File: src/rtl/adc_sampler_pkg.sv
// Shared loctag ADC definitions: sampler FSM encoding, serial frame geometry and the
// default envelope thresholds that the loctag core also uses.
package adc_sampler_pkg;

  typedef enum logic [2:0] {
    StIdle,
    StSetup,
    StLow,
    StHigh,
    StQuiet
  } state_e;

  localparam int unsigned FrameBits = 16;
  localparam int unsigned DataBits  = 12;

  localparam logic [11:0] ThreshHiDefault = 12'd2048;
  localparam logic [11:0] ThreshLoDefault = 12'd1536;

endpackage

File: src/rtl/adc_hyst_cmp.sv
// Registered set/clear hysteresis comparator producing the loctag envelope flag.
module adc_hyst_cmp
  import adc_sampler_pkg::*;
#(
  parameter int unsigned          DATA_BITS = DataBits,
  parameter logic [DATA_BITS-1:0] THRESH_HI = DATA_BITS'(ThreshHiDefault),
  parameter logic [DATA_BITS-1:0] THRESH_LO = DATA_BITS'(ThreshLoDefault)
) (
  input  logic                 clk,
  input  logic                 reset,
  input  logic [DATA_BITS-1:0] sample,
  input  logic                 strobe,
  output logic                 over_thresh
);

  logic over_q, over_d;

  // Between the two levels the flag keeps its previous value.
  always_comb begin
    over_d = over_q;
    if (strobe) begin
      if (sample >= THRESH_HI) begin
        over_d = 1'b1;
      end else if (sample < THRESH_LO) begin
        over_d = 1'b0;
      end
    end
  end

  always_ff @(posedge clk) begin
    if (!reset) begin
      over_q <= 1'b0;
    end else begin
      over_q <= over_d;
    end
  end

  assign over_thresh = over_q;

endmodule

File: src/rtl/adc_sampler.sv
// Serial ADC front end: generates cs/sclk framing, deserialises each conversion and
// presents it as a one-cycle-valid sample with lead-bit check and envelope flag.
module adc_sampler
  import adc_sampler_pkg::*;
#(
  parameter int unsigned          CLK_DIV      = 2,
  parameter int unsigned          FRAME_BITS   = FrameBits,
  parameter int unsigned          DATA_BITS    = DataBits,
  parameter int unsigned          QUIET_CYCLES = 6,
  parameter logic [DATA_BITS-1:0] THRESH_HI    = DATA_BITS'(ThreshHiDefault),
  parameter logic [DATA_BITS-1:0] THRESH_LO    = DATA_BITS'(ThreshLoDefault)
) (
  input  logic                 clk,
  input  logic                 reset,
  input  logic                 en,
  output logic                 adc_cs,
  output logic                 adc_clk,
  input  logic                 adc_so,
  output logic [DATA_BITS-1:0] sample,
  output logic                 sample_valid,
  output logic                 lead_err,
  output logic                 over_thresh
);

  localparam int unsigned DivMax = (CLK_DIV > QUIET_CYCLES) ? CLK_DIV : QUIET_CYCLES;
  localparam int unsigned DivW   = $clog2(DivMax + 1);
  localparam int unsigned BitW   = $clog2(FRAME_BITS);

  localparam logic [DivW-1:0] DivLast   = DivW'(CLK_DIV - 1);
  localparam logic [DivW-1:0] QuietLast = DivW'(QUIET_CYCLES - 1);
  localparam logic [BitW-1:0] BitLast   = BitW'(FRAME_BITS - 1);

  state_e                state_q, state_d;
  logic [DivW-1:0]       div_q, div_d;
  logic [BitW-1:0]       bit_q, bit_d;
  logic [FRAME_BITS-1:0] shift_q, shift_d;
  logic                  cs_q, cs_d;
  logic                  sclk_q, sclk_d;
  logic [DATA_BITS-1:0]  sample_q, sample_d;
  logic                  valid_q, valid_d;
  logic                  lead_q, lead_d;
  logic                  div_done;

  always_comb begin
    state_d  = state_q;
    div_d    = div_q + 1'b1;
    bit_d    = bit_q;
    shift_d  = shift_q;
    cs_d     = cs_q;
    sclk_d   = sclk_q;
    sample_d = sample_q;
    lead_d   = lead_q;
    valid_d  = 1'b0;
    div_done = (div_q == DivLast);
    case (state_q)
      StIdle: begin
        div_d  = '0;
        cs_d   = 1'b1;
        sclk_d = 1'b1;
        if (en) begin
          state_d = StSetup;
          cs_d    = 1'b0;
        end
      end
      StSetup: begin
        if (div_done) begin
          state_d = StLow;
          div_d   = '0;
          bit_d   = '0;
          sclk_d  = 1'b0;
        end
      end
      StLow: begin
        // Capturing on the last low cycle lines up with the ADC's rising-edge sample point.
        if (div_done) begin
          state_d = StHigh;
          div_d   = '0;
          sclk_d  = 1'b1;
          shift_d = {shift_q[FRAME_BITS-2:0], adc_so};
        end
      end
      StHigh: begin
        if (div_done) begin
          div_d = '0;
          if (bit_q != BitLast) begin
            state_d = StLow;
            bit_d   = bit_q + 1'b1;
            sclk_d  = 1'b0;
          end else begin
            state_d  = StQuiet;
            cs_d     = 1'b1;
            sample_d = shift_q[DATA_BITS-1:0];
            lead_d   = |shift_q[FRAME_BITS-1:DATA_BITS];
            valid_d  = 1'b1;
          end
        end
      end
      StQuiet: begin
        if (div_q == QuietLast) begin
          div_d = '0;
          if (en) begin
            state_d = StSetup;
            cs_d    = 1'b0;
          end else begin
            state_d = StIdle;
          end
        end
      end
      default: state_d = StIdle;
    endcase
  end

  always_ff @(posedge clk) begin
    if (!reset) begin
      state_q  <= StIdle;
      div_q    <= '0;
      bit_q    <= '0;
      shift_q  <= '0;
      cs_q     <= 1'b1;
      sclk_q   <= 1'b1;
      sample_q <= '0;
      valid_q  <= 1'b0;
      lead_q   <= 1'b0;
    end else begin
      state_q  <= state_d;
      div_q    <= div_d;
      bit_q    <= bit_d;
      shift_q  <= shift_d;
      cs_q     <= cs_d;
      sclk_q   <= sclk_d;
      sample_q <= sample_d;
      valid_q  <= valid_d;
      lead_q   <= lead_d;
    end
  end

  // Fed with next-state values so the flag updates on the same edge as sample_valid.
  adc_hyst_cmp #(
    .DATA_BITS (DATA_BITS),
    .THRESH_HI (THRESH_HI),
    .THRESH_LO (THRESH_LO)
  ) u_hyst (
    .clk         (clk),
    .reset       (reset),
    .sample      (sample_d),
    .strobe      (valid_d),
    .over_thresh (over_thresh)
  );

  assign adc_cs       = cs_q;
  assign adc_clk      = sclk_q;
  assign sample       = sample_q;
  assign sample_valid = valid_q;
  assign lead_err     = lead_q;

endmodule

File: config.mk
export PLATFORM = sky130hd
export DESIGN_NAME = adc_sampler
export DESIGN_NICKNAME = d
export VERILOG_FILES = /design/src/rtl/adc_sampler_pkg.sv /design/src/rtl/adc_hyst_cmp.sv /design/src/rtl/adc_sampler.sv
export SDC_FILE = /design/constraint.sdc
export NUM_CORES = 1
export LEC_CHECK = 0
export CAP_MARGIN = 20
export CORE_MARGIN = 8
export CORE_UTILIZATION = 55
export DETAILED_ROUTE_END_ITERATION = 10
export PLACE_DENSITY = 0.79
export SYNTH_ARGS = -nofsm -noshare
export SYNTH_HDL_FRONTEND = slang
export SYNTH_SLANG_ARGS = --single-unit
File: constraint.sdc
create_clock -name clk -period 4.3 [get_ports clk]
set_input_delay 0.86 -clock clk [delete_from_list [all_inputs] [get_ports clk]]
set_output_delay 0.86 -clock clk [all_outputs]
set_load 0.02 [all_outputs]
==> flow_metrics.env, run 1 <==
export IMPL_routed_via_density=5.41
export IMPL_crit_required_ns=4.52
export IMPL_hold_viol_final=0
export IMPL_totalWireLength_um=3300
export IMPL_power_density_nw_per_um2=383
export IMPL_syn_cell_area_um2=1730
export IMPL_cp_arrival_ns=2.49
export IMPL_final_max_slew_viol_count=0
export IMPL_max_slew_margin=0.345
export IMPL_htreeDepth=2
export IMPL_ios=21
export IMPL_dr_pass1_iters=4
export IMPL_combPwrFrac=0.119
export IMPL_cts_sinks=43
export IMPL_setup_tns_ns=0
export IMPL_pwr_share_clk=0.319
export IMPL_via_count=1363
export IMPL_postCtsSetupBuffers=0
export IMPL_critical_path_slowest_cell="nand3b_1"
export IMPL_start_util=0.573
export IMPL_ir_drop_mv=0.217
export IMPL_min_path_type="register to register"
export IMPL_reg2reg_slack_ns=2.03
export IMPL_first_iter_violations=158
export IMPL_mostFrequentLayoutCell="dfxtp_1"
export IMPL_grt_overflow_total=0
export IMPL_die_w_um=72.2
export IMPL_dp_cells=245
export IMPL_cap_violations=0
export IMPL_worstPathMaxFanout=16
export IMPL_synth_avg_cell_area_um2=8.94
export IMPL_numPortBuffers=20
export IMPL_crit_end="shift_q[15]$_SDFFE_PN0P_"
export IMPL_hpwl_um=2300
export IMPL_core_um2=3030
export IMPL_async_reset_ff_frac=0
export IMPL_rsz0062_at_grt="no"
export IMPL_crit_path_end_kind="register"
export IMPL_antenna_found_initial=0
export IMPL_critPathLaunchType="register"
export IMPL_p_int_uw=570
export IMPL_synth_flop_cell="dfxtp_1"
export IMPL_min_period_ns=2.27
export IMPL_crit_path_start="div_q[0]$_SDFF_PN0_"
export IMPL_wl_per_cell_um=13.1
export IMPL_tightestPinTransition_ns=0.979
export IMPL_route_detailed_drc=0
export IMPL_crit_buf_inv=0
export IMPL_cts_root_buf="clkbuf_4"
export IMPL_rows=20
export IMPL_layout_common_cells="dfxtp_1 (43), nand2_1 (32), nor2_1 (22), clkdlybuf4s50_1 (20), mux2i_1 (18)"
export IMPL_seqPwrFrac=0.562
export IMPL_path_delay_family="simple AND/OR/NAND/NOR gates"
export IMPL_r2r_cells=5
export IMPL_cts_tree="built"
export IMPL_critPathKind="register to register"
export IMPL_gp_congestion=0.800
export IMPL_switching_share=0.252
export IMPL_synthCells=194
export IMPL_final_cells=252
export IMPL_num_nets_final=215
export IMPL_r2r_end="shift_q[15]$_SDFFE_PN0P_"
export IMPL_diodes=0
export IMPL_die_h_um=72.2
export IMPL_critical_path_cell_count=5
export IMPL_area_growth_pct=14.7
export IMPL_cts_hold_buf=0
export IMPL_status="completed"
export IMPL_setup_viol=0
export IMPL_path_clk_slew_ns=0.11
export IMPL_clock_fmax_mhz=440
export IMPL_p_leak_nw=0.807
export IMPL_cpPeakStageDelay_ns=0.73
export IMPL_yosys_register_bits=43
export IMPL_reg2reg_from="div_q[0]$_SDFF_PN0_"
export IMPL_clock_path_buffers=2
export IMPL_yosys_warnings=0
export IMPL_first_global_vias=1282
export IMPL_grt_max_degree=34
export IMPL_antenna_left=0
export IMPL_yosysUniqueCellTypes=33
export IMPL_seq_area_frac_synth=0.496
export IMPL_min_period_over_period=0.529
export IMPL_cts_resized=0
export IMPL_total_power_uw=762
export IMPL_grt_pass1_wl_um=5640
export IMPL_track_usage=0.138
export IMPL_cts_buffers=5
export IMPL_synth_edf_count=0
export IMPL_drive_above_1_share=0.0385
export IMPL_skew_ns=0.00973
export IMPL_power_switching_uw=192
export IMPL_syn_nets=201
export IMPL_clock_latency_ns=0.36
export IMPL_critical_path_cell_chain="ha_1 -> nor3b_1 -> nand3b_1 -> mux2i_1 -> nor2_1"
export IMPL_die_area_um2=5210
-- cell type report --
class | instances | area (um^2)
clock buffer | 6 | 41.3
tap | 44 | 55.1
fill | 257 | 1040
clock inverter | 1 | 30.0
inverter | 5 | 18.8
sequential | 43 | 861
timing repair buffer | 20 | 200
multi-input combinational | 133 | 783
-- power groups by stage --
stage | logic [mW] | registers [mW] | clock network [mW]
after detailed placement | 0.0902 | 0.436 | 0
after floorplan | 0.0821 | 0.429 | 0
after global routing | 0.101 | 0.431 | 0.265
after global placement | 0.0868 | 0.435 | 0
after CTS | 0.0904 | 0.427 | 0.248
final | 0.0907 | 0.428 | 0.243
-- worst min path at each step --
stage,from,endpoint,slack [ns],depth (start not counted)
finish,lead_err$_SDFFE_PN0P_,lead_err$_SDFFE_PN0P_,0.47,2
global route,register,register,0.48,2
CTS,div_q[0]$_SDFF_PN0_,div_q[0]$_SDFF_PN0_,0.47,1
detailed placement,register,register,0.45,2
global placement,div_q[0]$_SDFF_PN0_,div_q[0]$_SDFF_PN0_,0.43,1
floorplan,div_q[0]$_SDFF_PN0_,div_q[0]$_SDFF_PN0_,0.42,1
-- worst reg2reg max path, cell delays in order, from the launching register on --
cell,delay (ns)
dfxtp_1,0.38
ha_1,0.23
nor3b_1,0.33
nand3b_1,0.73
mux2i_1,0.40
nor2_1,0.06
-- synth_stat cells (all sizes together) (2+ instances only) --
master / number / area (um^2)
buf: 6 / 45.0
a31oi: 2 / 12.5
nand3b: 2 / 15.0
o211ai: 2 / 15.0
nand2: 32 / 120
dfxtp: 43 / 861
mux2i: 18 / 180
clkbuf: 7 / 26.3
a21oi: 18 / 93.8
nor2: 22 / 82.6
nand3: 8 / 40.0
o221a: 2 / 22.5
inv: 5 / 18.8
ha: 3 / 37.5
o21ai: 6 / 30.0
and3: 4 / 25.0
-- per-layer routing --
metal / GRT usage / wire length [um] / vias up / share of wire
met4: 0.107 / 94 / 0 / 0.029
met2: 0.204 / 1460 / 32 / 0.44
met1: 0.157 / 1540 / 626 / 0.47
met3: 0.0510 / 204 / 8 / 0.062
met5: 0 / 0 / - / 0
li1: - / - / 697 / -
-- metrics by stage --
step / hold slack (ns) / instance area, um^2 / util / setup WS [ns]
after global routing: 0.484 / 1990 / 0.657 / 1.82
final: 0.466 / 1990 / 0.657 / 2.03
after detailed placement: 0.449 / 1920 / 0.633 / 1.76
after floorplan: 0.421 / 1730 / - / 2.51
after CTS: 0.469 / 1990 / 0.657 / 2.02
after global placement: 0.432 / 1920 / 0.633 / 1.81
-- kinds of logic after synthesis --
kind of cell / count (synthesis) / synth area share
adder cells (fa/ha/maj): 3 / 0.0216
AO/OA/AOI/OAI: 37 / 0.133
buffers and inverters: 18 / 0.0520
multiplexers: 18 / 0.104
flip-flops: 43 / 0.496
XOR/XNOR: 1 / 0.00505
AND/OR/NAND/NOR: 74 / 0.188
Note: power is estimated with default switching activity, not from simulation.
==> run 2: changes to the inputs <==
--- a/config.mk
+++ b/config.mk
@@ -7,9 +7,9 @@
 export LEC_CHECK = 0
 export CAP_MARGIN = 20
 export CORE_MARGIN = 8
-export CORE_UTILIZATION = 55
+export CORE_UTILIZATION = 54
 export DETAILED_ROUTE_END_ITERATION = 10
-export PLACE_DENSITY = 0.79
+export PLACE_DENSITY = 0.78
 export SYNTH_ARGS = -nofsm -noshare
 export SYNTH_HDL_FRONTEND = slang
 export SYNTH_SLANG_ARGS = --single-unit
==> constraint.sdc (replaced) <==
create_clock -name clk -period 2.4 [get_ports clk]
set_input_delay 0.48 -clock clk [delete_from_list [all_inputs] [get_ports clk]]
set_output_delay 0.48 -clock clk [all_outputs]
set_load 0.02 [all_outputs]
==> run 2 against run 1 <==
Compared with the run above:
- combinational power increased by 83%
- non-clock buffer count is 5 higher
- largest cell class unchanged
- utilization is essentially flat
- cell area grew 0.82%
- sequential share of layout area shrank 0.35 points
- power up 66%
- wire length increased by 2.4%
- register-to-register slack worse by 1.6 ns
- sequential power increased by 79%
- hold slack got worse by 0.0079 ns
- critical path depth is the same
==> flow_metrics.env, run 2 (synthesis gave the netlist of run 1 again) <==
export IMPL_crit_required_ns=2.68
export IMPL_first_iter_violations=55
export IMPL_whs_ns=0.458
export IMPL_first_global_vias=1327
export IMPL_route_detailed_drc=0
export IMPL_max_slew_margin=0.643
export IMPL_die_area_um2=5280
export IMPL_setup_tns_ns=0
export IMPL_ir_drop_mv=0.376
export IMPL_critPathKind="register to register"
export IMPL_gp_congestion=0.892
export IMPL_cts_tree="built"
export IMPL_via_count=1374
export IMPL_cts_resized=0
export IMPL_fin_ws_ns=0.453
export IMPL_clock_path_buffers=2
export IMPL_place_area_um2=1960
export IMPL_clock_fmax_mhz=514
export IMPL_stdcell_area_um2=2010
export IMPL_tightestPinTransition_ns=0.536
export IMPL_hpwl_um=2450
export IMPL_core_um2=3050
export IMPL_fin_util=0.657
export IMPL_diodes=0
export IMPL_mostFrequentLayoutCell="dfxtp_1"
export IMPL_worstPathMaxFanout=15
export IMPL_path_delay_family="simple AND/OR/NAND/NOR gates"
export IMPL_rows=20
export IMPL_antenna_found_initial=0
export IMPL_cts_buffers=5
export IMPL_cp_arrival_ns=2.23
export IMPL_use_met1=0.158
export IMPL_clock_latency_ns=0.34
export IMPL_setup_viol=0
export IMPL_crit_buf_inv=0
export IMPL_final_cells=258
export IMPL_p_leak_nw=0.820
export IMPL_grt_overflow_total=0
export IMPL_dr_pass1_iters=4
export IMPL_antenna_left=0
export IMPL_path_clk_slew_ns=0.12
export IMPL_total_power_mw=1.27
export IMPL_status="completed"
export IMPL_htreeDepth=2
export IMPL_die_w_um=72.7
export IMPL_min_period_over_period=0.811
export IMPL_routed_via_density=5.33
export IMPL_gr_usage_met3=0.0467
export IMPL_grt_pass1_wl_um=5790
export IMPL_power_density_nw_per_um2=632
export IMPL_skew_ns=0.00285
export IMPL_cap_violations=0
export IMPL_cts_root_buf="clkbuf_4"
export IMPL_num_nets_final=220
export IMPL_min_path_type="register to register"
export IMPL_drive_above_1_share=0.0607
export IMPL_die_h_um=72.7
export IMPL_top_usage_layer="met2"
export IMPL_rsz0062_at_grt="no"
export IMPL_track_usage=0.138
export IMPL_area_growth_pct=15.7
export IMPL_hold_viol_final=0
export IMPL_layout_common_cells="dfxtp_1 (43), nand2_1 (32), nor2_1 (22), clkdlybuf4s50_1 (20), mux2i_1 (18)"
export IMPL_dp_cells=250
export IMPL_critical_path_cell_chain="ha_1 -> nor3b_1 -> and3_1 -> o41ai_1 -> a21oi_1"
export IMPL_wl_per_cell_um=13.1
export IMPL_numPortBuffers=20
export IMPL_crit_path_end_kind="register"
export IMPL_min_period_ns=1.95
export IMPL_critical_path_slowest_cell="and3_1"
export IMPL_critPathLaunchType="register"
export IMPL_totalWireLength_um=3380
export IMPL_ios=21
export IMPL_post_place_ws_ns=0.392
export IMPL_cts_sinks=43
export IMPL_grt_max_degree=17
export IMPL_final_max_slew_viol_count=0
export IMPL_start_util=0.568
export IMPL_cts_hold_buf=0
export IMPL_cpPeakStageDelay_ns=0.57
export IMPL_grt_use_met2=0.217
export IMPL_postCtsSetupBuffers=0
run 2: changes by cell type in the layout (fill, tap and decap cells not counted), sizes merged:
cell,change
clkbuf,+1
clkinv,+1
bufinv,-1
buf,+5
run 2: layout make-up:
cell class / instances / area [um^2]
fillers: 280 / 1050
inverters: 5 / 18.8
flip-flops and latches: 43 / 861
clock inverters: 1 / 5.00
well taps: 44 / 55.1
repair buffers: 25 / 238
clock buffers: 7 / 45.0
multi-input cells: 133 / 783
run 2: report_power, final:
part	switching, mW	internal [mW]	total [mW]
registers	0.0316	0.735	0.767
logic	0.0922	0.0736	0.166
clock network	0.220	0.114	0.335
total	0.344	0.924	1.27
run 2: final timing paths:
path                                            start                     to  slack, ns  cells after the start
worst max-delay path              div_q[0]$_SDFF_PN0_  lead_err$_SDFFE_PN0P_       0.45                      5
worst min-delay path            sample[11]$_SDFF_PN0_  sample[11]$_SDFF_PN0_       0.46                      2
worst max register to register    div_q[0]$_SDFF_PN0_  lead_err$_SDFFE_PN0P_       0.45                      5
worst min register to register  sample[11]$_SDFF_PN0_  sample[11]$_SDFF_PN0_       0.46                      2
run 2: tightest hold or removal path: stages (launching register included):
cell and delay [ns]:
dfxtp_1 0.33, nand2_1 0.05, a21oi_1 0.05
run 2: per-layer routing:
metal  routed length (um)  share of wire
met1                 1540           0.46
met5                    0              0
met4                   57          0.017
met2                 1580           0.47
met3                  196          0.058
==> run 3: changes to the inputs <==
--- a/config.mk
+++ b/config.mk
@@ -7,9 +7,9 @@
 export LEC_CHECK = 0
 export CAP_MARGIN = 20
 export CORE_MARGIN = 8
-export CORE_UTILIZATION = 54
+export CORE_UTILIZATION = 49
 export DETAILED_ROUTE_END_ITERATION = 10
-export PLACE_DENSITY = 0.78
+export PLACE_DENSITY = 0.74
 export SYNTH_ARGS = -nofsm -noshare
 export SYNTH_HDL_FRONTEND = slang
 export SYNTH_SLANG_ARGS = --single-unit
==> constraint.sdc (replaced) <==
create_clock -name clk -period 1.55 [get_ports clk]
set_input_delay 0.31 -clock clk [delete_from_list [all_inputs] [get_ports clk]]
set_output_delay 0.31 -clock clk [all_outputs]
set_load 0.02 [all_outputs]
==> run 3 against run 2 <==
Compared with the run above:
- the run now ends with setup timing left
- global-route usage increased by 0.30 points
- count of clock-buffer cells in the layout decreased by 2
- cell count rose by 7.8%
- sequential cell count is the same
- first-iteration DRC count rose by 47%
- non-clock buffer count up 18
- via count is 6.9% higher
- die area rose by 7.9%
- critical path depth is 2 higher
==> flow_metrics.env, run 3 (synthesis gave the netlist of run 1 again) <==
export IMPL_stdcell_area_um2=2220
export IMPL_mostFrequentLayoutCell="dfxtp_1"
export IMPL_crit_required_ns=1.84
export IMPL_hold_depth=2
export IMPL_power_density_nw_per_um2=956
export IMPL_clock_path_buffers=2
export IMPL_htreeDepth=2
export IMPL_cts_tree="built"
export IMPL_first_iter_violations=81
export IMPL_hpwl_um=2680
export IMPL_drive_above_1_share=0.190
export IMPL_crit_path_end_kind="register"
export IMPL_reg2reg_slack_ns=-0.04
export IMPL_cts_buffers=5
export IMPL_cts_root_buf="clkbuf_4"
export IMPL_hold_viol_final=0
export IMPL_skew_ns=0.00768
export IMPL_route_detailed_drc=0
export IMPL_cp_arrival_ns=1.88
export IMPL_ios=21
export IMPL_gp_congestion=0.921
export IMPL_post_place_ws_ns=-0.219
export IMPL_setup_tns_ns=-0.0435
export IMPL_numPortBuffers=20
export IMPL_critPathLaunchType="register"
export IMPL_rows=21
export IMPL_fillers=323
export IMPL_multi_input_area_um2=832
export IMPL_clock_latency_ns=0.35
export IMPL_p_leak_nw=1.00
export IMPL_die_w_um=75.5
export IMPL_die_h_um=75.5
export IMPL_cts_sinks=43
export IMPL_antenna_left=0
export IMPL_worstPathMaxFanout=3
export IMPL_final_cells=278
export IMPL_die_area_um2=5700
export IMPL_path_clk_slew_ns=0.13
export IMPL_setup_viol=1
export IMPL_reg2reg_from="div_q[1]$_SDFF_PN0_"
export IMPL_routed_via_density=5.28
export IMPL_grt_pass1_wl_um=6200
export IMPL_via_count=1469
export IMPL_dr_pass1_iters=4
export IMPL_min_to="sample[11]$_SDFF_PN0_"
export IMPL_dp_cells=269
export IMPL_cap_violations=0
export IMPL_num_nets_final=238
export IMPL_fin_ws_ns=-0.0435
export IMPL_wl_per_cell_um=13.5
export IMPL_rsz0062_at_grt="yes"
export IMPL_totalWireLength_um=3750
export IMPL_antenna_found_initial=0
export IMPL_clock_fmax_mhz=628
export IMPL_tightestPinTransition_ns=0.370
export IMPL_track_usage=0.141
export IMPL_place_area_um2=2110
export IMPL_final_max_slew_viol_count=0
export IMPL_total_power_mw=2.12
export IMPL_r2r_cells=7
export IMPL_min_path_type="register to register"
export IMPL_critPathKind="register to register"
export IMPL_max_slew_margin=0.750
export IMPL_cts_hold_buf=0
export IMPL_min_delay_start="sample[11]$_SDFF_PN0_"
export IMPL_first_global_vias=1470
export IMPL_min_period_over_period=1.03
export IMPL_diodes=0
export IMPL_layout_common_cells="dfxtp_1 (41), nand2_1 (32), nor2_1 (21), buf_4 (19), mux2i_1 (18)"
export IMPL_area_growth_pct=28.1
export IMPL_grt_max_degree=31
export IMPL_seq_area_um2=863
export IMPL_violations="setup timing"
export IMPL_core_um2=3360
export IMPL_min_period_ns=1.59
export IMPL_r2r_end="bit_q[3]$_SDFFE_PN0P_"
export IMPL_status="finished with violations"
export IMPL_grt_overflow_total=0
export IMPL_start_util=0.516
export IMPL_ir_drop_mv=0.770
-- run 3: changes by cell type in the layout (fill, tap and decap cells not counted), sizes merged --
cell,previous run,this run
buf,5,23
clkdlybuf4s50,20,3
dlygate4sd2,0,17
clkbuf,7,5
clkinvlp,0,2
-- run 3: how the worst max path moves through the flow --
stage,from,end,slack [ns],cells after the start
after global routing,div_q[1]$_SDFF_PN0_,bit_q[3]$_SDFFE_PN0P_,-0.12,7
final,div_q[1]$_SDFF_PN0_,bit_q[3]$_SDFFE_PN0P_,-0.04,7
after CTS,div_q[1]$_SDFF_PN0_,bit_q[3]$_SDFFE_PN0P_,-0.11,7
after global placement,en,state_q[1]$_SDFFE_PN0P_,-0.19,5
after detailed placement,en,state_q[1]$_SDFFE_PN0P_,-0.22,5
after floorplan,state_q[1]$_SDFFE_PN0P_,state_q[1]$_SDFFE_PN0P_,-0.03,6
-- run 3: through the flow --
step,hold slack [ns],util
4_1_cts,0.467,0.643
5_1_grt,0.482,0.661
3_3_place_gp,0.444,0.628
6_report,0.463,0.661
2_1_floorplan,0.421,-
3_5_place_dp,0.451,0.628
-- run 3: what timing repair did --
| action | 4_1_cts | 5_1_grt |
|---|---|---|
| pin swaps | 0 | 3 |
| setup buffers | 0 | 1 |
| resized for setup | 21 | 16 |
| hold endpoints to repair | 0 | 0 |
| endpoints found under the setup margin | 43 | 36 |
-- run 3: where the power goes --
group / leakage [nW] / switching [mW] / total, mW / internal (mW)
combinational: 0.628 / 0.207 / 0.414 / 0.206
clock: 0.0272 / 0.371 / 0.544 / 0.173
sequential: 0.348 / 0.0260 / 1.17 / 1.14
total: 1.00 / 0.604 / 2.12 / 1.52
-- run 3: area by class of cell --
cell class,count,share of cell area
timing repair buffer,43,0.177
clock buffer,5,0.0169
clock inverter,3,0.00901
tap,46,0.0259
inverter,5,0.00845
sequential,43,0.389
multi-input combinational,133,0.374
-- run 3: per-layer routing --
layer / share of wire / routed length (um) / track usage / vias to the layer above
li1: - / - / - / 737
met1: 0.41 / 1560 / 0.152 / 693
met2: 0.51 / 1920 / 0.246 / 33
met3: 0.058 / 218 / 0.0474 / 6
met4: 0.014 / 51 / 0.0554 / 0
met5: 0 / 0 / 0 / -
-- run 3: worst max-delay path, cell delays in order (launching register included) --
cell,delay (ns)
dfxtp_2,0.35
inv_2,0.06
ha_4,0.12
buf_6,0.09
nor2b_4,0.16
nand3_2,0.09
or4_4,0.54
a31oi_1,0.13
